===== src/rtl/isp_pkg.sv =====
`default_nettype none
// ============================================================================
// Package  : isp_pkg
// Brief    : Shared widths and FSM encoding for the binary bounding-box stage.
// Revision : 1.0
// ============================================================================
package isp_pkg;

    localparam int c_H_W_DEF        = 11;
    localparam int c_V_W_DEF        = 11;
    localparam int c_CNT_W_DEF      = 21;
    localparam int c_MIN_PIXELS_DEF = 64;

    typedef logic [1:0] bbox_state_t;

    localparam bbox_state_t c_ST_WAIT_FRAME = 2'd0;
    localparam bbox_state_t c_ST_ACTIVE     = 2'd1;
    localparam bbox_state_t c_ST_LATCH      = 2'd2;

endpackage
`default_nettype wire


===== src/rtl/binary_bbox_stat_if.sv =====
`default_nettype none
// ============================================================================
// Interface : binary_bbox_stat_if
// Brief     : Observed binary pixel stream plus per-frame bounding-box results.
// Revision  : 1.0
// ============================================================================
interface binary_bbox_stat_if
    import isp_pkg::*;
#(
    parameter int H_W   = c_H_W_DEF,
    parameter int V_W   = c_V_W_DEF,
    parameter int CNT_W = c_CNT_W_DEF
);
    logic             i_vsync;
    logic             i_href;
    logic             i_clken;
    logic             i_bit;
    logic [H_W-1:0]   o_x_min;
    logic [H_W-1:0]   o_x_max;
    logic [V_W-1:0]   o_y_min;
    logic [V_W-1:0]   o_y_max;
    logic [CNT_W-1:0] o_pix_cnt;
    logic             o_found;
    logic             o_valid;

    modport master (
        output i_vsync, i_href, i_clken, i_bit,
        input  o_x_min, o_x_max, o_y_min, o_y_max, o_pix_cnt, o_found, o_valid
    );

    modport slave (
        input  i_vsync, i_href, i_clken, i_bit,
        output o_x_min, o_x_max, o_y_min, o_y_max, o_pix_cnt, o_found, o_valid
    );

endinterface
`default_nettype wire


===== src/rtl/binary_bbox_stat_sync_edge_det.sv =====
`default_nettype none
// ============================================================================
// Module   : sync_edge_det
// Brief    : Registers a sync signal and flags its rising and falling edges.
// Revision : 1.0
// ============================================================================
module sync_edge_det (
    input  wire logic clk,
    input  wire logic rst,
    input  wire logic i_sig,
    output logic      o_rise,
    output logic      o_fall
);

    logic r_sig_d;

    always_ff @(posedge clk) begin
        if (rst) begin
            r_sig_d <= 1'b0;
        end else begin
            r_sig_d <= i_sig;
        end
    end

    assign o_rise = i_sig & ~r_sig_d;
    assign o_fall = ~i_sig & r_sig_d;

endmodule
`default_nettype wire


===== src/rtl/binary_bbox_stat.sv =====
`default_nettype none
// ============================================================================
// Module   : binary_bbox_stat
// Brief    : Per-frame foreground bounding box and pixel count of a binary stream.
// Revision : 1.0
// ============================================================================
module binary_bbox_stat
    import isp_pkg::*;
#(
    parameter int H_W        = c_H_W_DEF,
    parameter int V_W        = c_V_W_DEF,
    parameter int CNT_W      = c_CNT_W_DEF,
    parameter int MIN_PIXELS = c_MIN_PIXELS_DEF
)(
    input  wire logic         pixelclk,
    input  wire logic         rst,
    binary_bbox_stat_if.slave bus
);

    localparam logic [H_W-1:0]   c_X_ALL   = {H_W{1'b1}};
    localparam logic [V_W-1:0]   c_Y_ALL   = {V_W{1'b1}};
    localparam logic [CNT_W-1:0] c_CNT_ALL = {CNT_W{1'b1}};

    bbox_state_t      r_state;
    logic [H_W-1:0]   r_x_cnt;
    logic [V_W-1:0]   r_y_cnt;
    logic             r_line_has_pix;
    logic [H_W-1:0]   r_x_min;
    logic [H_W-1:0]   r_x_max;
    logic [V_W-1:0]   r_y_min;
    logic [V_W-1:0]   r_y_max;
    logic [CNT_W-1:0] r_count;

    logic [H_W-1:0]   r_out_x_min;
    logic [H_W-1:0]   r_out_x_max;
    logic [V_W-1:0]   r_out_y_min;
    logic [V_W-1:0]   r_out_y_max;
    logic [CNT_W-1:0] r_out_cnt;
    logic             r_out_found;
    logic             r_out_valid;

    logic w_vs_rise;
    logic w_vs_fall;
    logic w_line_end;
    logic w_href_rise;
    logic w_unused_edges;
    logic w_active;
    logic w_fg;
    logic w_acc_clear;
    logic w_found;

    sync_edge_det u_vsync_edge (
        .clk    (pixelclk),
        .rst    (rst),
        .i_sig  (bus.i_vsync),
        .o_rise (w_vs_rise),
        .o_fall (w_vs_fall)
    );

    sync_edge_det u_href_edge (
        .clk    (pixelclk),
        .rst    (rst),
        .i_sig  (bus.i_href),
        .o_rise (w_href_rise),
        .o_fall (w_line_end)
    );

    assign w_unused_edges = w_vs_fall ^ w_href_rise;

    assign w_active    = (r_state == c_ST_ACTIVE);
    assign w_fg        = w_active & bus.i_clken & bus.i_bit;
    assign w_acc_clear = ((r_state == c_ST_WAIT_FRAME) & w_vs_rise) | (r_state == c_ST_LATCH);
    assign w_found     = (r_count >= CNT_W'(MIN_PIXELS));

    always_ff @(posedge pixelclk) begin
        if (rst) begin
            r_state <= c_ST_WAIT_FRAME;
        end else begin
            case (r_state)
                c_ST_WAIT_FRAME: if (w_vs_rise) r_state <= c_ST_ACTIVE;
                c_ST_ACTIVE:     if (w_vs_rise) r_state <= c_ST_LATCH;
                c_ST_LATCH:      r_state <= c_ST_ACTIVE;
                default:         r_state <= c_ST_WAIT_FRAME;
            endcase
        end
    end

    // A pixel arriving with the line-end edge still uses the old column, then the column clears.
    always_ff @(posedge pixelclk) begin
        if (rst) begin
            r_x_cnt        <= '0;
            r_y_cnt        <= '0;
            r_line_has_pix <= 1'b0;
        end else if (w_vs_rise) begin
            r_x_cnt        <= '0;
            r_y_cnt        <= '0;
            r_line_has_pix <= 1'b0;
        end else if (w_active) begin
            if (w_line_end) begin
                r_x_cnt        <= '0;
                r_line_has_pix <= 1'b0;
                if ((r_line_has_pix | bus.i_clken) && (r_y_cnt != c_Y_ALL)) begin
                    r_y_cnt <= r_y_cnt + V_W'(1);
                end
            end else if (bus.i_clken) begin
                r_line_has_pix <= 1'b1;
                if (r_x_cnt != c_X_ALL) begin
                    r_x_cnt <= r_x_cnt + H_W'(1);
                end
            end
        end
    end

    always_ff @(posedge pixelclk) begin
        if (rst || w_acc_clear) begin
            r_x_min <= c_X_ALL;
            r_x_max <= '0;
            r_y_min <= c_Y_ALL;
            r_y_max <= '0;
            r_count <= '0;
        end else if (w_fg) begin
            if (r_x_cnt < r_x_min) r_x_min <= r_x_cnt;
            if (r_x_cnt > r_x_max) r_x_max <= r_x_cnt;
            if (r_y_cnt < r_y_min) r_y_min <= r_y_cnt;
            if (r_y_cnt > r_y_max) r_y_max <= r_y_cnt;
            if (r_count != c_CNT_ALL) r_count <= r_count + CNT_W'(1);
        end
    end

    // Frames below the pixel threshold report a zero box but the true count.
    always_ff @(posedge pixelclk) begin
        if (rst) begin
            r_out_x_min <= '0;
            r_out_x_max <= '0;
            r_out_y_min <= '0;
            r_out_y_max <= '0;
            r_out_cnt   <= '0;
            r_out_found <= 1'b0;
            r_out_valid <= 1'b0;
        end else begin
            r_out_valid <= 1'b0;
            if (r_state == c_ST_LATCH) begin
                r_out_valid <= 1'b1;
                r_out_cnt   <= r_count;
                r_out_found <= w_found;
                if (w_found) begin
                    r_out_x_min <= r_x_min;
                    r_out_x_max <= r_x_max;
                    r_out_y_min <= r_y_min;
                    r_out_y_max <= r_y_max;
                end else begin
                    r_out_x_min <= '0;
                    r_out_x_max <= '0;
                    r_out_y_min <= '0;
                    r_out_y_max <= '0;
                end
            end
        end
    end

    assign bus.o_x_min   = r_out_x_min;
    assign bus.o_x_max   = r_out_x_max;
    assign bus.o_y_min   = r_out_y_min;
    assign bus.o_y_max   = r_out_y_max;
    assign bus.o_pix_cnt = r_out_cnt;
    assign bus.o_found   = r_out_found;
    assign bus.o_valid   = r_out_valid;

endmodule
`default_nettype wire


===== src/flat_wrapper.sv =====
// flat-port wrapper written by rule: the top's interface ports become plain ports
module binary_bbox_stat_flat import isp_pkg::*;
#(
    parameter int H_W        = c_H_W_DEF,
    parameter int V_W        = c_V_W_DEF,
    parameter int CNT_W      = c_CNT_W_DEF,
    parameter int MIN_PIXELS = c_MIN_PIXELS_DEF
)
  (pixelclk, rst, bus_i_vsync, bus_i_href, bus_i_clken, bus_i_bit, bus_o_x_min, bus_o_x_max, bus_o_y_min, bus_o_y_max, bus_o_pix_cnt, bus_o_found, bus_o_valid);
  binary_bbox_stat_if #(.H_W(H_W), .V_W(V_W), .CNT_W(CNT_W)) bus_i ();
  input  wire logic pixelclk;
  input  wire logic rst;
  input wire logic [$bits(bus_i.i_vsync)-1:0] bus_i_vsync;
  input wire logic [$bits(bus_i.i_href)-1:0] bus_i_href;
  input wire logic [$bits(bus_i.i_clken)-1:0] bus_i_clken;
  input wire logic [$bits(bus_i.i_bit)-1:0] bus_i_bit;
  output wire logic [$bits(bus_i.o_x_min)-1:0] bus_o_x_min;
  output wire logic [$bits(bus_i.o_x_max)-1:0] bus_o_x_max;
  output wire logic [$bits(bus_i.o_y_min)-1:0] bus_o_y_min;
  output wire logic [$bits(bus_i.o_y_max)-1:0] bus_o_y_max;
  output wire logic [$bits(bus_i.o_pix_cnt)-1:0] bus_o_pix_cnt;
  output wire logic [$bits(bus_i.o_found)-1:0] bus_o_found;
  output wire logic [$bits(bus_i.o_valid)-1:0] bus_o_valid;
  assign bus_i.i_vsync = bus_i_vsync;
  assign bus_i.i_href = bus_i_href;
  assign bus_i.i_clken = bus_i_clken;
  assign bus_i.i_bit = bus_i_bit;
  assign bus_o_x_min = bus_i.o_x_min;
  assign bus_o_x_max = bus_i.o_x_max;
  assign bus_o_y_min = bus_i.o_y_min;
  assign bus_o_y_max = bus_i.o_y_max;
  assign bus_o_pix_cnt = bus_i.o_pix_cnt;
  assign bus_o_found = bus_i.o_found;
  assign bus_o_valid = bus_i.o_valid;
  binary_bbox_stat #(.H_W(H_W), .V_W(V_W), .CNT_W(CNT_W), .MIN_PIXELS(MIN_PIXELS)) u_core (.pixelclk(pixelclk), .rst(rst), .bus(bus_i));
endmodule

===== config.mk =====
export PLATFORM = sky130hd
export DESIGN_NAME = binary_bbox_stat_flat
export DESIGN_NICKNAME = d
export VERILOG_FILES = /design/src/rtl/isp_pkg.sv /design/src/rtl/binary_bbox_stat_if.sv /design/src/rtl/binary_bbox_stat_sync_edge_det.sv /design/src/rtl/binary_bbox_stat.sv /design/src/flat_wrapper.sv
export SDC_FILE = /design/constraint.sdc
export NUM_CORES = 1
export LEC_CHECK = 0
export CAP_MARGIN = 20
export CELL_PAD_IN_SITES_DETAIL_PLACEMENT = 0
export CELL_PAD_IN_SITES_GLOBAL_PLACEMENT = 1
export CORE_MARGIN = 4
export CORE_UTILIZATION = 43
export DETAILED_ROUTE_END_ITERATION = 10
export DONT_BUFFER_PORTS = 1
export PLACE_DENSITY_LB_ADDON = 0.3
export SYNTH_ARGS = -nofsm -noshare
export SYNTH_HDL_FRONTEND = slang
export SYNTH_SLANG_ARGS = --single-unit

===== constraint.sdc =====
create_clock -name pixelclk -period 2 [get_ports pixelclk]
set_input_delay 0.3 -clock pixelclk [delete_from_list [all_inputs] [get_ports pixelclk]]
set_output_delay 0.3 -clock pixelclk [all_outputs]
set_load 0.03 [all_outputs]

# After elaboration in Yosys (flattened, before gate mapping)
# Cells that the tools add are included.
# W data, S select, Z words.
dict set report totals {
  reg_bits 159
  out_inout_bits 67
}
dict set report classes {
  n_bitwise 9
  addsub 3
  mux 13
  reduce_logical 15
  eq_ne 7
  n_lt_le_gt_ge 5
}
# operator n
set ops {}
lappend ops {{$mux W11} 7}
lappend ops {{$add A11 B1 Y11 const B} 2}
lappend ops {{$gt A11 B11 Y1} 2}
lappend ops {{$lt A11 B11 Y1} 2}
lappend ops {{$ne A11 B11 Y1 const B} 2}
lappend ops {{$add A21 B1 Y21 const B} 1}
lappend ops {{$ge A21 B7 Y1 const B} 1}
lappend ops {{$ne A21 B21 Y1 const B} 1}
lappend ops {{$reduce_and A2 Y1} 7}
lappend ops {{$pmux W2 S3} 1}
lappend ops {{$reduce_and A3 Y1} 2}
lappend ops {{$and A1 B1 Y1} 5}
lappend ops {{$mux W2} 2}
lappend ops {{$ne A2 B1 Y1 const B} 2}
lappend ops {{$reduce_bool A2 Y1} 2}
lappend ops {{$mux W1} 3}
lappend ops {{$eq A2 B1 Y1 const B} 1}
lappend ops {{$eq A2 B2 Y1 const B} 1}
lappend ops {{$logic_not A2 Y1} 1}
lappend ops {{$not A1 Y1} 2}
lappend ops {{$or A1 B1 Y1} 2}
lappend ops {{$reduce_or A2 Y1} 1}
lappend ops {{$logic_and A1 B1 Y1} 1}
lappend ops {{$logic_or A1 B1 Y1} 1}

# Depth between registers and ports, before layout
# Gate-level depths: netlist of the first run.
dict set report depth {
  word_depth 5
  ltp_mapped 8
  ltp_nobuf 7
}

# Modules after synthesis
# A second synthesis of the first run with hierarchy kept.
dict set report hier_totals {
  cells_unflattened 858
  hier_area_um2 7400.8
}
# mod cells_each area_per_inst_um2 n_inst seq_area_each_um2
set by_module_without_submodules {}
lappend by_module_without_submodules {binary_bbox_stat 850 7323.3 1 3143.0}
lappend by_module_without_submodules {sync_edge_det 4 38.8 2 20.0}

# Worst setup path before layout of the first run
# OpenSTA, ideal clock, no wires.
dict set report synth_timing {
  path_type {flip-flop to flip-flop}
  from {reg u_core.r_x_cnt[4]}
  to {reg u_core.r_x_max[10]}
  path_buffers 1
  slack_ns 0.059
  path_stages_with_launch 8
  t_arrival_ns 1.871
  t_required_ns 1.930
  cell_sequence {dfxtp_1 ha_1 a21o_1 a21o_1 a2111oi_1 clkbuf_2 o21ai_0 a21oi_1}
}
dict set report synth_between {
  elab_chain_cells 2
}
# element line_no
set synth_lines {}
lappend synth_lines {{start, declared} binary_bbox_stat.sv:25} ;# logic [H_W-1:0] r_x_cnt;
lappend synth_lines {{start signal, assigned} binary_bbox_stat.sv:108} ;# r_x_cnt <= r_x_cnt + H_W'(1);
lappend synth_lines {{$gt A11 B11 Y1} binary_bbox_stat.sv:123} ;# if (r_x_cnt > r_x_max) r_x_max <= r_x_cnt;
lappend synth_lines {{$reduce_and A2 Y1 (no source line)} -}
lappend synth_lines {{end signal, assigned} binary_bbox_stat.sv:123}
lappend synth_lines {{end, declared} binary_bbox_stat.sv:29} ;# logic [H_W-1:0] r_x_max;
# Every way passes these cells.
# A chain may end at the register's enable or synchronous reset.

# Worst setup path after layout of the first run
dict set report layout_timing {
  from {reg u_core.r_x_max[6]}
  to {reg u_core.r_x_max[6]}
}
dict set report layout_between {
  elab_chain_cells 2
}
# element line_no
set layout_lines {}
lappend layout_lines {{$gt A11 B11 Y1} binary_bbox_stat.sv:123}
lappend layout_lines {{$reduce_and A2 Y1 (no source line)} -}
# Every way passes these cells.

==> results of run 1 <==
==> stage by stage <==
step	TNS, ns	cells	utilization
after floorplan	0	873	-
after global placement	0	1095	0.471
after detailed placement	-1.07	1095	0.471
after CTS	0	1131	0.513
after global routing	-0.411	1131	0.519
final	0	1131	0.519
==> Yosys cell counts, types with 3 or more instances <==
| library cell | n | area share |
|---|---|---|
| a21o_1 | 4 | 0.0041 |
| xnor2_1 | 13 | 0.015 |
| nor3_1 | 8 | 0.0054 |
| dfxtp_1 | 159 | 0.43 |
| a211oi_1 | 4 | 0.0041 |
| nor2_1 | 140 | 0.071 |
| xor2_1 | 12 | 0.014 |
| nor4_1 | 10 | 0.0085 |
| o21ai_0 | 28 | 0.019 |
| and3_1 | 7 | 0.0059 |
| nand3_1 | 34 | 0.023 |
| and4_1 | 8 | 0.0095 |
| a21oi_1 | 56 | 0.038 |
| or3_1 | 5 | 0.0042 |
| nor2b_1 | 7 | 0.0059 |
| mux2i_1 | 33 | 0.045 |
| a22oi_1 | 44 | 0.045 |
| nand2_1 | 96 | 0.049 |
| ha_1 | 46 | 0.078 |
| o211ai_1 | 7 | 0.0071 |
| buf_2 | 19 | 0.013 |
| or4_1 | 4 | 0.0041 |
| nand4_1 | 10 | 0.0085 |
| nand2b_1 | 3 | 0.0025 |
| o21a_1 | 3 | 0.0030 |
| inv_1 | 48 | 0.024 |
| clkbuf_1 | 25 | 0.013 |
==> area by class of cell <==
type                            count  area [µm²]  area share
Inverter                           48         180      0.0208
Tap cell                          220         275      0.0318
Clock inverter                     12         159      0.0183
Clock buffer                       20         467      0.0539
Multi-Input combinational cell    617        3940       0.455
Sequential cell                   159        3190       0.368
Timing Repair Buffer               55         452      0.0521
==> per-layer routing <==
metal  vias up  global-route usage
met4         0              0.0633
met2       142               0.294
met3        32              0.0566
li1       3082                   -
met5         -                   0
met1      2901               0.235
==> flip-flops by register name, summed over array words and instances, names as in the netlist, 2 cells and up <==
name                  flops
u_core.r_count           21
u_core.bus.o_x_max       11
u_core.r_x_cnt           11
u_core.bus.o_y_max       11
u_core.bus.o_pix_cnt     21
u_core.bus.o_y_min       11
u_core.r_x_max           11
u_core.bus.o_x_min       11
u_core.r_y_min           11
u_core.r_x_min           11
u_core.r_y_max           11
u_core.r_y_cnt           11
u_core.r_state            2
==> cell families after synthesis <==
| kind of cell | after synthesis | synth area share |
|---|---|---|
| and+or+nand+nor | 354 | 0.228 |
| muxes | 33 | 0.0447 |
| AOI/OAI and AO/OA | 159 | 0.136 |
| DFF | 159 | 0.431 |
| xor gates and xnor gates | 25 | 0.0296 |
| adders and majority gates | 46 | 0.0778 |
| buffers and inverters | 97 | 0.0538 |
==> worst paths after layout <==
kind | startpoint | endpoint | slack, ns | cells past startpoint
worst max-delay path | u_core.r_x_max[6] | u_core.r_x_max[6] | 0.08 | 7
worst min-delay path | bus_i_vsync | u_core.u_vsync_edge.r_sig_d | 0.04 | 1
worst max register to register | u_core.r_x_max[6] | u_core.r_x_max[6] | 0.08 | 7
worst min register to register | u_core.u_vsync_edge.r_sig_d | u_core.r_state[1] | 0.41 | 1
==> report_power, final <==
group          leakage [nW]  internal (mW)  switching (mW)
Clock                 0.291           2.07            1.32
Combinational          1.79         0.0719           0.151
Sequential             1.29           3.19          0.0199
Total                  3.37           5.32            1.49
==> timing repair <==
action / 4_1_cts / 5_1_grt
gates resized for setup: 4 / 31
gates cloned: 1 / 0
pin swaps: 1 / 14
setup endpoints to repair: 11 / 27
endpoints found under the hold margin: 70 / 0
setup buffers: 1 / 0
hold buffers: 2 / 0
==> cell usage in the layout, fill, tap and decap left out, types with 3 or more instances in the layout <==
cell	Yosys	final
dfxtp_1	159	152
nor2_1	140	140
nand2_1	96	96
a21oi_1	56	52
buf_4	2	51
inv_1	48	48
a22oi_1	44	44
ha_1	46	44
mux2i_1	33	33
nand3_1	34	32
o21ai_0	28	23
clkbuf_16	0	17
xnor2_1	13	13
xor2_1	12	12
nand4_1	10	10
nor4_1	10	9
and4_1	8	8
nor3_1	8	8
nor2b_1	7	7
o211ai_1	7	7
dfxtp_2	0	7
and3_1	7	6
or3_1	5	5
clkinvlp_4	0	5
or4_1	4	4
a21o_1	4	4
a21oi_2	0	4
a211oi_1	4	3
o21a_1	3	3
o21ai_1	0	3
bufinv_16	0	3
clkbuf_8	0	3
==> out/qor.txt, run 1 <==
CTS Sinks -> 159
fmax -> 520 MHz
cell area after placement -> 7860 µm²
status -> completed
placer congestion estimate -> 0.841
CP max stage delay -> 0.48 ns
sequential fraction of the synthesis area -> 0.431
drt pass-1 iters -> 5
initial core utilization -> 0.443
hpwl dp -> 12600 µm
post-synthesis cell area -> 7390 µm²
antenna cells -> 0
drt wl/cell -> 15.6 µm
initial antenna violation count -> 0
vias per cell -> 5.44
H-tree Lvls -> 4
worst-path cell chain -> inv_1 > ha_1 > nand4_1 > or3_1 > and3_4 > nand3_1 > a21oi_1
Slowest-stage cell, CP -> or3_1
final period utilization -> 0.962
Detail Route Antenna Nets -> 0
Critical Path AT -> 2.23 ns
Die X -> 139 µm
Final setup viols -> 0
met3 wire len -> 1180 µm
max-slew violation count -> 0
maxcap violations -> 0
CTS tree -> built
clk slew on worst S/H paths -> 0.06 ns
critical path launch point type -> flip-flop
FP Rows -> 47
Crit Path Category -> reg -> reg
Root Buffer -> clkbuf_16
CP top delay family -> simple AND/OR/NAND/NOR gates
largest net degree at the start of global routing -> 71
synth unique cells -> 58
vias in the first global route -> 5920
worst path required time -> 2.30 ns
Rel. slew slack -> 0.638
Leak Pwr -> 3.37 nW
yosys warns -> 0
Port Buf Inserts -> 0
drc violations -> 0
Top Metal Used -> met4
Iter 0 DRT Violations -> 457
worst hold-check path type -> in -> reg
cell area after layout -> 8670 µm²
Net Count, Synth -> 925
final net count -> 950
Hold Fails Final Rpt -> 0
Die H -> 139 µm
I/O pin count -> 73
TritonCTS Buffers -> 17
Post-synth EDFFs -> 0
number of cells produced by synthesis -> 873
Total Routing Usage GR -> 0.183
fraction of registers with async set/reset -> 0
Mean Syn Cell Area -> 8.47 µm²
drt total wl -> 17700 µm
first-pass GRT wire length -> 29400 µm
number of buffers and inverters on the critical path -> 1
GRT overflow -> 0
Power Density -> 786 nW/µm²
core area -> 16700 µm²
endpoint type of the worst setup path -> flip-flop
worst setup margin -> 0.0770 ns
clock latency on the worst-skew pair -> 0.42 ns
Max clock buf depth -> 2
ys flop type -> dfxtp_1
Area Growth Syn to Fin -> 17.2%
Synth Register Bits -> 159
slew at the pin with the worst max-slew slack -> 0.538 ns
layout cell share with drive strength beyond 1 -> 0.136
hold slack -> 0.0379 ns
DIE AREA -> 19400 µm²
DRT met1 WL -> 8060 µm
fin crit period -> 1.92 ns
Filler cells -> 1573
via total after detailed routing -> 6157
total design power -> 6.81 mW
Placement Setup Slack -> -0.136 ns
RSZ-0062 raised after global routing -> yes
maximum VDD drop -> 0.585 mV
critical path peak fanout -> 11
wire length on met2 -> 8040 µm
Final Skew -> 0.00646 ns
Note: power is estimated with default switching activity, not from simulation.
==> inputs of run 2 (changes only) <==
- SETUP_SLACK_MARGIN: unset -> 0.2
==> out/qor.txt, run 2 (synthesis results as in run 1) <==
Iter 0 DRT Violations -> 401 (-12%)
Internal Power -> 5.14 mW (-3.4%)
Area Growth Syn to Fin -> 23.8%
Die X -> 139 µm (unchanged)
initial core utilization -> 0.443 (unchanged)
layout cell share with drive strength beyond 1 -> 0.245 (+0.109)
Seq pwr share -> 0.481 (+0.011)
total design power -> 6.65 mW (-2.3%)
cell area after layout -> 9160 µm² (+5.6%)
vias per cell -> 5.48 (+0.74%)
final period utilization -> 0.932 (-0.0295)
Placement Setup Slack -> 0.0516 ns (+0.187 ns)
largest net degree at the start of global routing -> 71 (unchanged)
clock group share of total power -> 0.481 (-0.016)
CTS Sinks -> 159 (unchanged)
grt met1 use -> 0.247 (+0.0123)
Filler cells -> 1521 (-3.3%)
GRT overflow -> 0 (unchanged)
Port Buf Inserts -> 0 (unchanged)
Leak Pwr -> 3.51 nW (+4.2%)
RSZ-0062 raised after global routing -> yes
most crowded layer after global routing -> met2
Root Buffer -> clkbuf_16
fin crit period -> 1.86 ns (-0.0589 ns)
drt total wl -> 19100 µm (+7.8%)
final net count -> 970 (+2.1%)
max-slew violation count -> 0 (unchanged)
first-pass GRT wire length -> 30100 µm (+2.4%)
drc violations -> 0 (unchanged)
initial antenna violation count -> 0 (unchanged)
hpwl dp -> 12600 µm (about the same)
Slowest-stage cell, CP -> dfxtp_2
drt wl/cell -> 16.6 µm (+6.0%)
GRT met3 Usage -> 0.0503 (-0.00621)
Final setup viols -> 0 (unchanged)
placer congestion estimate -> 0.848 (+0.81%)
worst path required time -> 2.35 ns (+0.05 ns)
final setup TNS -> 0 ns (unchanged)
drt pass-1 iters -> 6 (+1)
met2 GRT Util -> 0.302 (+0.00741)
CTS tree -> built
maxcap violations -> 0 (unchanged)
DIE AREA -> 19400 µm² (unchanged)
Max clock buf depth -> 2 (unchanged)
vias in the first global route -> 5820 (-1.7%)
Final Skew -> 0.00728 ns (+0.000829 ns)
FP Rows -> 47 (unchanged)
core area -> 16700 µm² (unchanged)
Hold Fails Final Rpt -> 0 (unchanged)
antenna cells -> 0 (unchanged)
Sw Share -> 0.227 (+0.00845)
commonest cells after routing, fill and taps aside -> nor2_1 (140), dfxtp_1 (116), nand2_1 (96)
clock latency on the worst-skew pair -> 0.43 ns (about the same)
endpoint type of the worst setup path -> flip-flop
via total after detailed routing -> 6312 (+2.5%)
critical path launch point type -> flip-flop
Critical Path AT -> 2.21 ns (-0.02 ns)
cell area after placement -> 7840 µm² (-0.29%)
Rel. slew slack -> 0.695 (+0.0571)
critical path peak fanout -> 8 (-3)
I/O pin count -> 73 (unchanged)
Power Density -> 727 nW/µm² (-7.6%)
Die H -> 139 µm (unchanged)
CP max stage delay -> 0.34 ns (-0.14 ns)
status -> completed
clk slew on worst S/H paths -> 0.06 ns (about the same)
TritonCTS Buffers -> 17 (unchanged)
Crit Path Category -> reg -> reg
Detail Route Antenna Nets -> 0 (unchanged)
slew at the pin with the worst max-slew slack -> 0.453 ns (-0.0849 ns)
Total Routing Usage GR -> 0.189 (+0.00570)
worst setup margin -> 0.136 ns (+0.0589 ns)
worst hold-check path type -> in -> reg
maximum VDD drop -> 0.691 mV (+18%)
most common cell after layout, fill and taps aside -> nor2_1
worst-path cell chain -> inv_1 > ha_1 > nand3_2 > nor4_1 > a211o_1 > a31oi_4 > buf_6 > mux2i_1
Gate power share -> 0.038 (+0.005)
fmax -> 536 MHz (+3.2%)
Psw -> 1.51 mW (+1.4%)
H-tree Lvls -> 4 (unchanged)
[run 2: cell count changes in the layout (fill, tap and decap cells not counted), moves of 5 or more]
cell	change
a21oi_1	-9
a21oi_2	+9
buf_4	+11
buf_6	+7
dfxtp_1	-36
dfxtp_2	+33
ha_1	-9
ha_4	+9
nand3_1	-12
nand3_2	+12
o21ai_0	-11
o21ai_1	+6
o21ai_2	+5
[run 2: area by class of cell]
| cell class | instances | area (µm²) | share of cell area |
|---|---|---|---|
| sequential | 159 | 3240 | 0.354 |
| inverter | 48 | 180 | 0.0197 |
| clock inverter | 13 | 139 | 0.0152 |
| tap | 220 | 275 | 0.0301 |
| multi-input combinational | 618 | 4240 | 0.463 |
| timing repair buffer | 74 | 633 | 0.0692 |
| clock buffer | 19 | 443 | 0.0484 |
[run 2: power by group through the flow]
stage	sequential (mW)	combinational (mW)	clock, mW
final	3.20	0.251	3.20
after global routing	3.20	0.277	3.41
after CTS	3.20	0.233	3.27
after detailed placement	3.28	0.197	0
after global placement	3.27	0.192	0
after floorplan	3.27	0.166	0
[run 2: worst max-delay path: cells and delay by family (launching register included)]
family                   cells  cell delay, ns
buffers and inverters        2            0.23
adder cells (fa/ha/maj)      1            0.33
AND/OR/NAND/NOR              2            0.17
AO/OA/AOI/OAI                2            0.50
flip-flops                   1            0.34
multiplexers                 1            0.20
[run 2: final timing paths]
kind | startpoint | endpoint | slack [ns] | cells past startpoint
max | u_core.r_y_max[10] | u_core.r_y_max[3] | 0.14 | 8
min | bus_i_vsync | u_core.u_vsync_edge.r_sig_d | 0.04 | 1
max reg2reg | u_core.r_y_max[10] | u_core.r_y_max[3] | 0.14 | 8
min reg2reg | u_core.u_vsync_edge.r_sig_d | u_core.r_state[1] | 0.42 | 1
[run 2: per-stage QoR]
stage / util / hold WS (ns) / std cells
floorplan: - / 0.390 / 873
global placement: 0.469 / 0.378 / 1091
detailed placement: 0.469 / 0.379 / 1091
CTS: 0.520 / 0.0260 / 1135
global route: 0.548 / 0.0300 / 1151
finish: 0.548 / 0.0367 / 1151
[run 2: layer usage]
layer | routed length [µm] | vias up | share of wire
met4 | 379 | 0 | 0.020
met2 | 8930 | 140 | 0.47
met5 | 0 | - | 0
li1 | - | 3127 | -
met3 | 992 | 30 | 0.052
met1 | 8750 | 3015 | 0.46
[run 2: repair_timing]
| item | in CTS | in global routing |
|---|---|---|
| pin swaps | 11 | 34 |
| hold buffers | 2 | 0 |
| buffers inserted | 10 | 14 |
| gates cloned | 0 | 2 |
| setup endpoints to repair | 44 | 121 |
| gates resized for setup | 45 | 100 |
| endpoints found under the hold margin | 70 | 0 |
